--- config.mk ---
export PLATFORM = sky130hd
export DESIGN_NAME = mcu_bus_receiver
export DESIGN_NICKNAME = d
export VERILOG_FILES = /design/src/rtl/mcu_bus_receiver.sv
export SDC_FILE = /design/constraint.sdc
export NUM_CORES = 1
export LEC_CHECK = 0
export ABC_AREA = 1
export ABC_CLOCK_PERIOD_IN_PS = 6100
export BUFFER_PORTS_ARGS = -buffer_cell sky130_fd_sc_hd__buf_2
export CELL_PAD_IN_SITES_DETAIL_PLACEMENT = 1
export CELL_PAD_IN_SITES_GLOBAL_PLACEMENT = 1
export CORE_ASPECT_RATIO = 0.9
export CORE_MARGIN = 2
export CORE_UTILIZATION = 30
export DETAILED_ROUTE_END_ITERATION = 6
export HOLD_SLACK_MARGIN = 0.05
export PLACE_DENSITY = 0.62
export RECOVER_POWER = 50
export SETUP_SLACK_MARGIN = 0.15
export SLEW_MARGIN = 25
export SYNTH_ARGS = -nofsm -noshare
export SYNTH_HDL_FRONTEND = slang
export SYNTH_SLANG_ARGS = --single-unit
--- constraint.sdc ---
create_clock -name clk -period 6.1 [get_ports clk]
set_input_delay 0.61 -clock clk [delete_from_list [all_inputs] [get_ports clk]]
set_output_delay 0.61 -clock clk [all_outputs]
set_load 0.02 [all_outputs]
--- src/rtl/mcu_bus_receiver.sv ---
// 8080-style MCU bus receiver: synchronises wr/dcx/D, decodes CASET/PASET/RAMWR, emits addressed RGB565 pixels.
// Optional frame counter enabled by defining MCU_RX_FRAMECNT_EN. COORD_W must be 9..16.
module mcu_bus_receiver #(
  parameter int SYNC_STAGES = 2,
  parameter int COORD_W     = 9
) (
  input  logic               clk,
  input  logic               rst,
  input  logic               wr,
  input  logic               dcx,
  input  logic [7:0]         D,
  output logic               cmd_valid,
  output logic [7:0]         cmd_code,
  output logic               pix_valid,
  output logic [COORD_W-1:0] pix_x,
  output logic [COORD_W-1:0] pix_y,
  output logic [15:0]        pix_data,
  output logic               err,
  output logic [15:0]        frame_cnt
);

  localparam int HI_W = COORD_W - 8;
  localparam logic [COORD_W-1:0] XE_RST = COORD_W'(239);
  localparam logic [COORD_W-1:0] YE_RST = COORD_W'(319);

  typedef enum logic [1:0] {IDLE, CASET, PASET, RAMWR} state_t;

  logic       wr_sync_q  [SYNC_STAGES];
  logic       dcx_sync_q [SYNC_STAGES];
  logic [7:0] d_sync_q   [SYNC_STAGES];

  genvar gi;
  generate
    for (gi = 0; gi < SYNC_STAGES; gi++) begin : g_sync
      if (gi == 0) begin : g_first
        always_ff @(posedge clk or posedge rst) begin
          if (rst) begin
            wr_sync_q[0]  <= 1'b0;
            dcx_sync_q[0] <= 1'b0;
            d_sync_q[0]   <= 8'h00;
          end else begin
            wr_sync_q[0]  <= wr;
            dcx_sync_q[0] <= dcx;
            d_sync_q[0]   <= D;
          end
        end
      end else begin : g_next
        always_ff @(posedge clk or posedge rst) begin
          if (rst) begin
            wr_sync_q[gi]  <= 1'b0;
            dcx_sync_q[gi] <= 1'b0;
            d_sync_q[gi]   <= 8'h00;
          end else begin
            wr_sync_q[gi]  <= wr_sync_q[gi-1];
            dcx_sync_q[gi] <= dcx_sync_q[gi-1];
            d_sync_q[gi]   <= d_sync_q[gi-1];
          end
        end
      end
    end
  endgenerate

  logic wr_s;
  logic wr_prev_q;
  logic wr_rise;
  assign wr_s    = wr_sync_q[SYNC_STAGES-1];
  assign wr_rise = wr_s & ~wr_prev_q;

  // Accepted byte register: the FSM works on this copy one cycle after edge detection.
  logic       acc_q;
  logic       dcx_q;
  logic [7:0] byte_q;

  always_ff @(posedge clk or posedge rst) begin
    if (rst) begin
      wr_prev_q <= 1'b0;
      acc_q     <= 1'b0;
      dcx_q     <= 1'b0;
      byte_q    <= 8'h00;
    end else begin
      wr_prev_q <= wr_s;
      acc_q     <= wr_rise;
      if (wr_rise) begin
        dcx_q  <= dcx_sync_q[SYNC_STAGES-1];
        byte_q <= d_sync_q[SYNC_STAGES-1];
      end
    end
  end

  state_t             state_q, state_d;
  logic [1:0]         pcnt_q, pcnt_d;
  logic [HI_W-1:0]    hi_q, hi_d;
  logic [COORD_W-1:0] start_q, start_d;
  logic [COORD_W-1:0] xs_q, xs_d, xe_q, xe_d, ys_q, ys_d, ye_q, ye_d;
  logic [COORD_W-1:0] x_q, x_d, y_q, y_d;
  logic               phase_q, phase_d;
  logic [7:0]         pix_hi_q, pix_hi_d;
  logic               cmd_valid_q, cmd_valid_d;
  logic [7:0]         cmd_code_q, cmd_code_d;
  logic               pix_valid_q, pix_valid_d;
  logic [COORD_W-1:0] pix_x_q, pix_x_d, pix_y_q, pix_y_d;
  logic [15:0]        pix_data_q, pix_data_d;
  logic               err_q, err_d;
  logic [COORD_W-1:0] end_raw;
  logic [COORD_W-1:0] end_v;

  assign end_raw = {hi_q, byte_q};
  assign end_v   = (end_raw < start_q) ? start_q : end_raw;

  always_comb begin
    state_d     = state_q;
    pcnt_d      = pcnt_q;
    hi_d        = hi_q;
    start_d     = start_q;
    xs_d        = xs_q;
    xe_d        = xe_q;
    ys_d        = ys_q;
    ye_d        = ye_q;
    x_d         = x_q;
    y_d         = y_q;
    phase_d     = phase_q;
    pix_hi_d    = pix_hi_q;
    cmd_valid_d = 1'b0;
    cmd_code_d  = cmd_code_q;
    pix_valid_d = 1'b0;
    pix_x_d     = pix_x_q;
    pix_y_d     = pix_y_q;
    pix_data_d  = pix_data_q;
    err_d       = 1'b0;
    if (acc_q) begin
      if (!dcx_q) begin
        cmd_valid_d = 1'b1;
        cmd_code_d  = byte_q;
        pcnt_d      = 2'd0;
        phase_d     = 1'b0;
        // Leaving a parameter phase early or dropping an unpaired pixel byte is a protocol error.
        if (state_q == CASET || state_q == PASET || (state_q == RAMWR && phase_q))
          err_d = 1'b1;
        case (byte_q)
          8'h2A:   state_d = CASET;
          8'h2B:   state_d = PASET;
          8'h2C: begin
            state_d = RAMWR;
            x_d     = xs_q;
            y_d     = ys_q;
          end
          default: state_d = IDLE;
        endcase
      end else begin
        case (state_q)
          CASET, PASET: begin
            pcnt_d = pcnt_q + 2'd1;
            case (pcnt_q)
              2'd0: hi_d = byte_q[HI_W-1:0];
              2'd1: start_d = {hi_q, byte_q};
              2'd2: hi_d = byte_q[HI_W-1:0];
              default: begin
                state_d = IDLE;
                if (state_q == CASET) begin
                  xs_d = start_q;
                  xe_d = end_v;
                end else begin
                  ys_d = start_q;
                  ye_d = end_v;
                end
              end
            endcase
          end
          RAMWR: begin
            if (!phase_q) begin
              pix_hi_d = byte_q;
              phase_d  = 1'b1;
            end else begin
              phase_d     = 1'b0;
              pix_valid_d = 1'b1;
              pix_data_d  = {pix_hi_q, byte_q};
              pix_x_d     = x_q;
              pix_y_d     = y_q;
              if (x_q >= xe_q) begin
                x_d = xs_q;
                y_d = (y_q >= ye_q) ? ys_q : y_q + 1'b1;
              end else begin
                x_d = x_q + 1'b1;
              end
            end
          end
          default: err_d = 1'b1;
        endcase
      end
    end
  end

  always_ff @(posedge clk or posedge rst) begin
    if (rst) begin
      state_q     <= IDLE;
      pcnt_q      <= 2'd0;
      hi_q        <= '0;
      start_q     <= '0;
      xs_q        <= '0;
      xe_q        <= XE_RST;
      ys_q        <= '0;
      ye_q        <= YE_RST;
      x_q         <= '0;
      y_q         <= '0;
      phase_q     <= 1'b0;
      pix_hi_q    <= 8'h00;
      cmd_valid_q <= 1'b0;
      cmd_code_q  <= 8'h00;
      pix_valid_q <= 1'b0;
      pix_x_q     <= '0;
      pix_y_q     <= '0;
      pix_data_q  <= 16'h0000;
      err_q       <= 1'b0;
    end else begin
      state_q     <= state_d;
      pcnt_q      <= pcnt_d;
      hi_q        <= hi_d;
      start_q     <= start_d;
      xs_q        <= xs_d;
      xe_q        <= xe_d;
      ys_q        <= ys_d;
      ye_q        <= ye_d;
      x_q         <= x_d;
      y_q         <= y_d;
      phase_q     <= phase_d;
      pix_hi_q    <= pix_hi_d;
      cmd_valid_q <= cmd_valid_d;
      cmd_code_q  <= cmd_code_d;
      pix_valid_q <= pix_valid_d;
      pix_x_q     <= pix_x_d;
      pix_y_q     <= pix_y_d;
      pix_data_q  <= pix_data_d;
      err_q       <= err_d;
    end
  end

  assign cmd_valid = cmd_valid_q;
  assign cmd_code  = cmd_code_q;
  assign pix_valid = pix_valid_q;
  assign pix_x     = pix_x_q;
  assign pix_y     = pix_y_q;
  assign pix_data  = pix_data_q;
  assign err       = err_q;

`ifdef MCU_RX_FRAMECNT_EN
  logic        frame_done;
  logic [15:0] frame_cnt_q;
  assign frame_done = acc_q & dcx_q & (state_q == RAMWR) & phase_q &
                      (x_q >= xe_q) & (y_q >= ye_q);
  always_ff @(posedge clk or posedge rst) begin
    if (rst)             frame_cnt_q <= 16'h0000;
    else if (frame_done) frame_cnt_q <= frame_cnt_q + 16'h0001;
  end
  assign frame_cnt = frame_cnt_q;
`else
  assign frame_cnt = 16'h0000;
`endif

endmodule

==> run summary <==
outcome: finished, violations left
failing checks: max-capacitance violations, max-slew violations
final instance area: 0.00790 sq mm
top-area cell type share of the netlist area: 50.5%
total track usage: 14.6%
sw frac: 26.5%
sequential share of power: 47.4%
Largest stage delay, worst path: 2.44 ns
Tightest Pin Transition: 4.41 ns
setup bufs post-CTS: 0
hold buffer count at CTS: 0
clk sinks: 153
synth top area cells: dfrtp_1 50%, nand2_1 8.9%, ha_1 6.4%, o21ai_0 6.2%, dfstp_2 5.3%
hold path start: wr
mux contribution to synthesized area: 2.12%
CTS tree: built
RSZ-0062 raised after global routing: no
Post-Synthesis Cells: 720
Internal Power: 1.65 mW
register area share after synthesis: 55.8%
clk_lat worst skew: 0.44 ns
die extent in x: 164 um
fraction of the mapped netlist area in adder cells: 6.35%
layout cells sized above 1: 13.2%
critical path peak fanout: 100
multi-input logic area: 0.00257 sq mm
Top FF cell, synth: dfrtp_1
asr flop ratio synth: 100%
largest family of logic cells by synthesized area: simple AND/OR/NAND/NOR gates
# Max-Cap Violations: 1
CP Class: input port to async pin
# DRC: 0
Min-Delay Endpoint: wr_sync_q[1]$_DFF_PP0_
Worst VDD drop: 160 uV
Cell Pwr Density: 284 mW/mm^2
fmax: 0.284 GHz
CP cell instances: clkbuf_1 > clkinvlp_2 > buf_4
vias in the first global route: 5043
ANT nets after route: 0
leak pwr: 3.71 nW
placed cell areas: 0.00740 sq mm
commonest non-fill, non-tap cell in the layout: nand2_1
Core Area: 0.0225 sq mm
internal reg-to-reg setup slack: 3.54 ns
WP data required: 6.61 ns
largest net degree at the start of global routing: 101
global-route wire length before repair: 27200 um
Slowest cell on crit path: clkinvlp_2
Detail Placement HPWL: 11400 um
Psw: 0.596 mW
Post-Synth XOR/XNOR Area: 1.27%
area taken by flip-flops and latches: 0.00385 sq mm
initial antenna violation count: 0
simple-gate share of the synthesized area: 16.8%
Combinational Power Share: 7.1%
Setup TNS Final: 0 ns
HP Class: input port to flop
CTS buffer count: 17
# diodes: 0
Synth Register Bits: 153
Initial DRT Pass Iterations: 6
CTS Buffer Depth: 2
Rel. slew slack: -195%
port buffer count: 56
worst r2r src: dcx_q$_DFFE_PP0P_
most frequent cells in the layout: 164 x nand2_1, 139 x dfrtp_1, 86 x o21ai_0
gpl congestion: 0.782
Clock Power Share: 45.5%
Initial Util: 30.6%
Arr. time, crit path: 4.03 ns
Synth Area in Compound Gates: 9.89%
EDFF count, synth: 0
total die area: 0.0242 sq mm
die height: 148 um
critical path endpoint category: async pin
Total Wirelength: 16300 um
post-synth cell types: 41
number of synthesis warnings: 0
Synth Cell Area: 0.00689 sq mm
endpoints failing setup: 0
io pins: 73
CP Launch Type: input port
Vias: 4930
Reg2Reg Depth: 9
Util after Layout: 35.1%
area leader, netlist: dfrtp_1
final worst path period need: 3.52 ns
Mean Syn Cell Area: 9.58 sq um
row count: 52
Setup Skew: 0.00920 ns
total grt overflow: 0
Syn-to-layout area delta: 14.6%
initial DRC count: 225
FF-to-FF End: x_q[5]$_DFFE_PP0P_
Fin Hold WS: 0.272 ns
Filler Cell Count: 2659
via-per-instance ratio: 4.54
crit share post-route: 57.7%
Final nets: 823
Gates resized, CTS repair: 0
count of pins over their slew limit: 101
CTS root buf: clkbuf_16
Wirelength per Cell: 15.0 um
Worst-path clk slew: 0.07 ns
H-Tree Depth: 4
WHS Path Cells: 1
final hold vios: 0
cell usage after synthesis, drive strengths merged, types with 2 or more instances:
cell and number:
a21oi 33, buf 28, clkbuf 8, dfrtp 139
dfstp 14, ha 35, inv 79, mux2 13
nand2 166, nand3 45, nand3b 5, nand4 2
nor2 39, nor3 6, o21ai 89, xnor2 3
xor2 7
sequential cells by signal (all words and copies together) (netlist names), 9 cells and up:
name / cells
ye_q: 9
pix_data: 16
x_q: 9
y_q: 9
d_sync_q: 16
start_q: 9
pix_y: 9
pix_x: 9
ys_q: 9
xe_q: 9
xs_q: 9
worst max path at each step:
| stage | startpoint | end | slack [ns] |
|---|---|---|---|
| after global placement | byte_q[4]$_DFFE_PP0P_ | xe_q[8]$_DFFE_PP0P_ | 3.85 |
| after detailed placement | byte_q[4]$_DFFE_PP0P_ | xe_q[8]$_DFFE_PP0P_ | 3.83 |
| after global routing | rst | byte_q[4]$_DFFE_PP0P_ | 1.82 |
| final | rst | d_sync_q[7]$_DFF_PP0_ | 2.58 |
| after CTS | byte_q[4]$_DFFE_PP0P_ | xe_q[8]$_DFFE_PP0P_ | 3.82 |
| after floorplan | rst | acc_q$_DFF_PP0_ | 1.39 |
stage by stage:
step / setup slack, ns / total power [mW] / cells
6_report: 2.58 / 2.25 / 1085
5_1_grt: 1.82 / 2.34 / 1085
4_1_cts: 3.82 / 2.29 / 1085
3_5_place_dp: 3.83 / 1.25 / 1054
3_3_place_gp: 3.85 / 1.25 / 1054
2_1_floorplan: 1.39 / 1.20 / 735
worst max-delay path, delay by kind of cell:
kind | cells | cell delay, ns
buffers and inverters | 3 | 3.38
power by group through the flow:
stage,logic (mW),registers (mW),clock network [mW]
2_1_floorplan,0.102,1.10,0
3_3_place_gp,0.166,1.08,0
3_5_place_dp,0.167,1.08,0
4_1_cts,0.168,1.07,1.05
5_1_grt,0.185,1.07,1.09
6_report,0.160,1.07,1.02
metal layers:
layer | routed length [um] | track usage [%]
met5 | 0 | 0
met4 | 243 | 4.96
met3 | 519 | 3.11
met2 | 7250 | 21.9
met1 | 8280 | 21.0
area by class of cell:
class                      count  area share, %
sequential                   153           48.7
clock inverter                14           1.77
timing repair buffer          58           3.20
inverter                      79           3.80
multi-input combinational    467           32.5
clock buffer                  17           5.38
tap                          297           4.70
kinds of logic (layout without fill, tap and decap cells):
logic type / count (synthesis) / in the layout
other: 1 / 16
muxes: 13 / 13
AOI/OAI and AO/OA: 129 / 129
DFF: 153 / 153
and+or+nand+nor: 264 / 264
buffers and inverters: 115 / 168
adders and majority gates: 35 / 35
xor gates and xnor gates: 10 / 10
No activity file was read; power rests on OpenSTA's default activity.
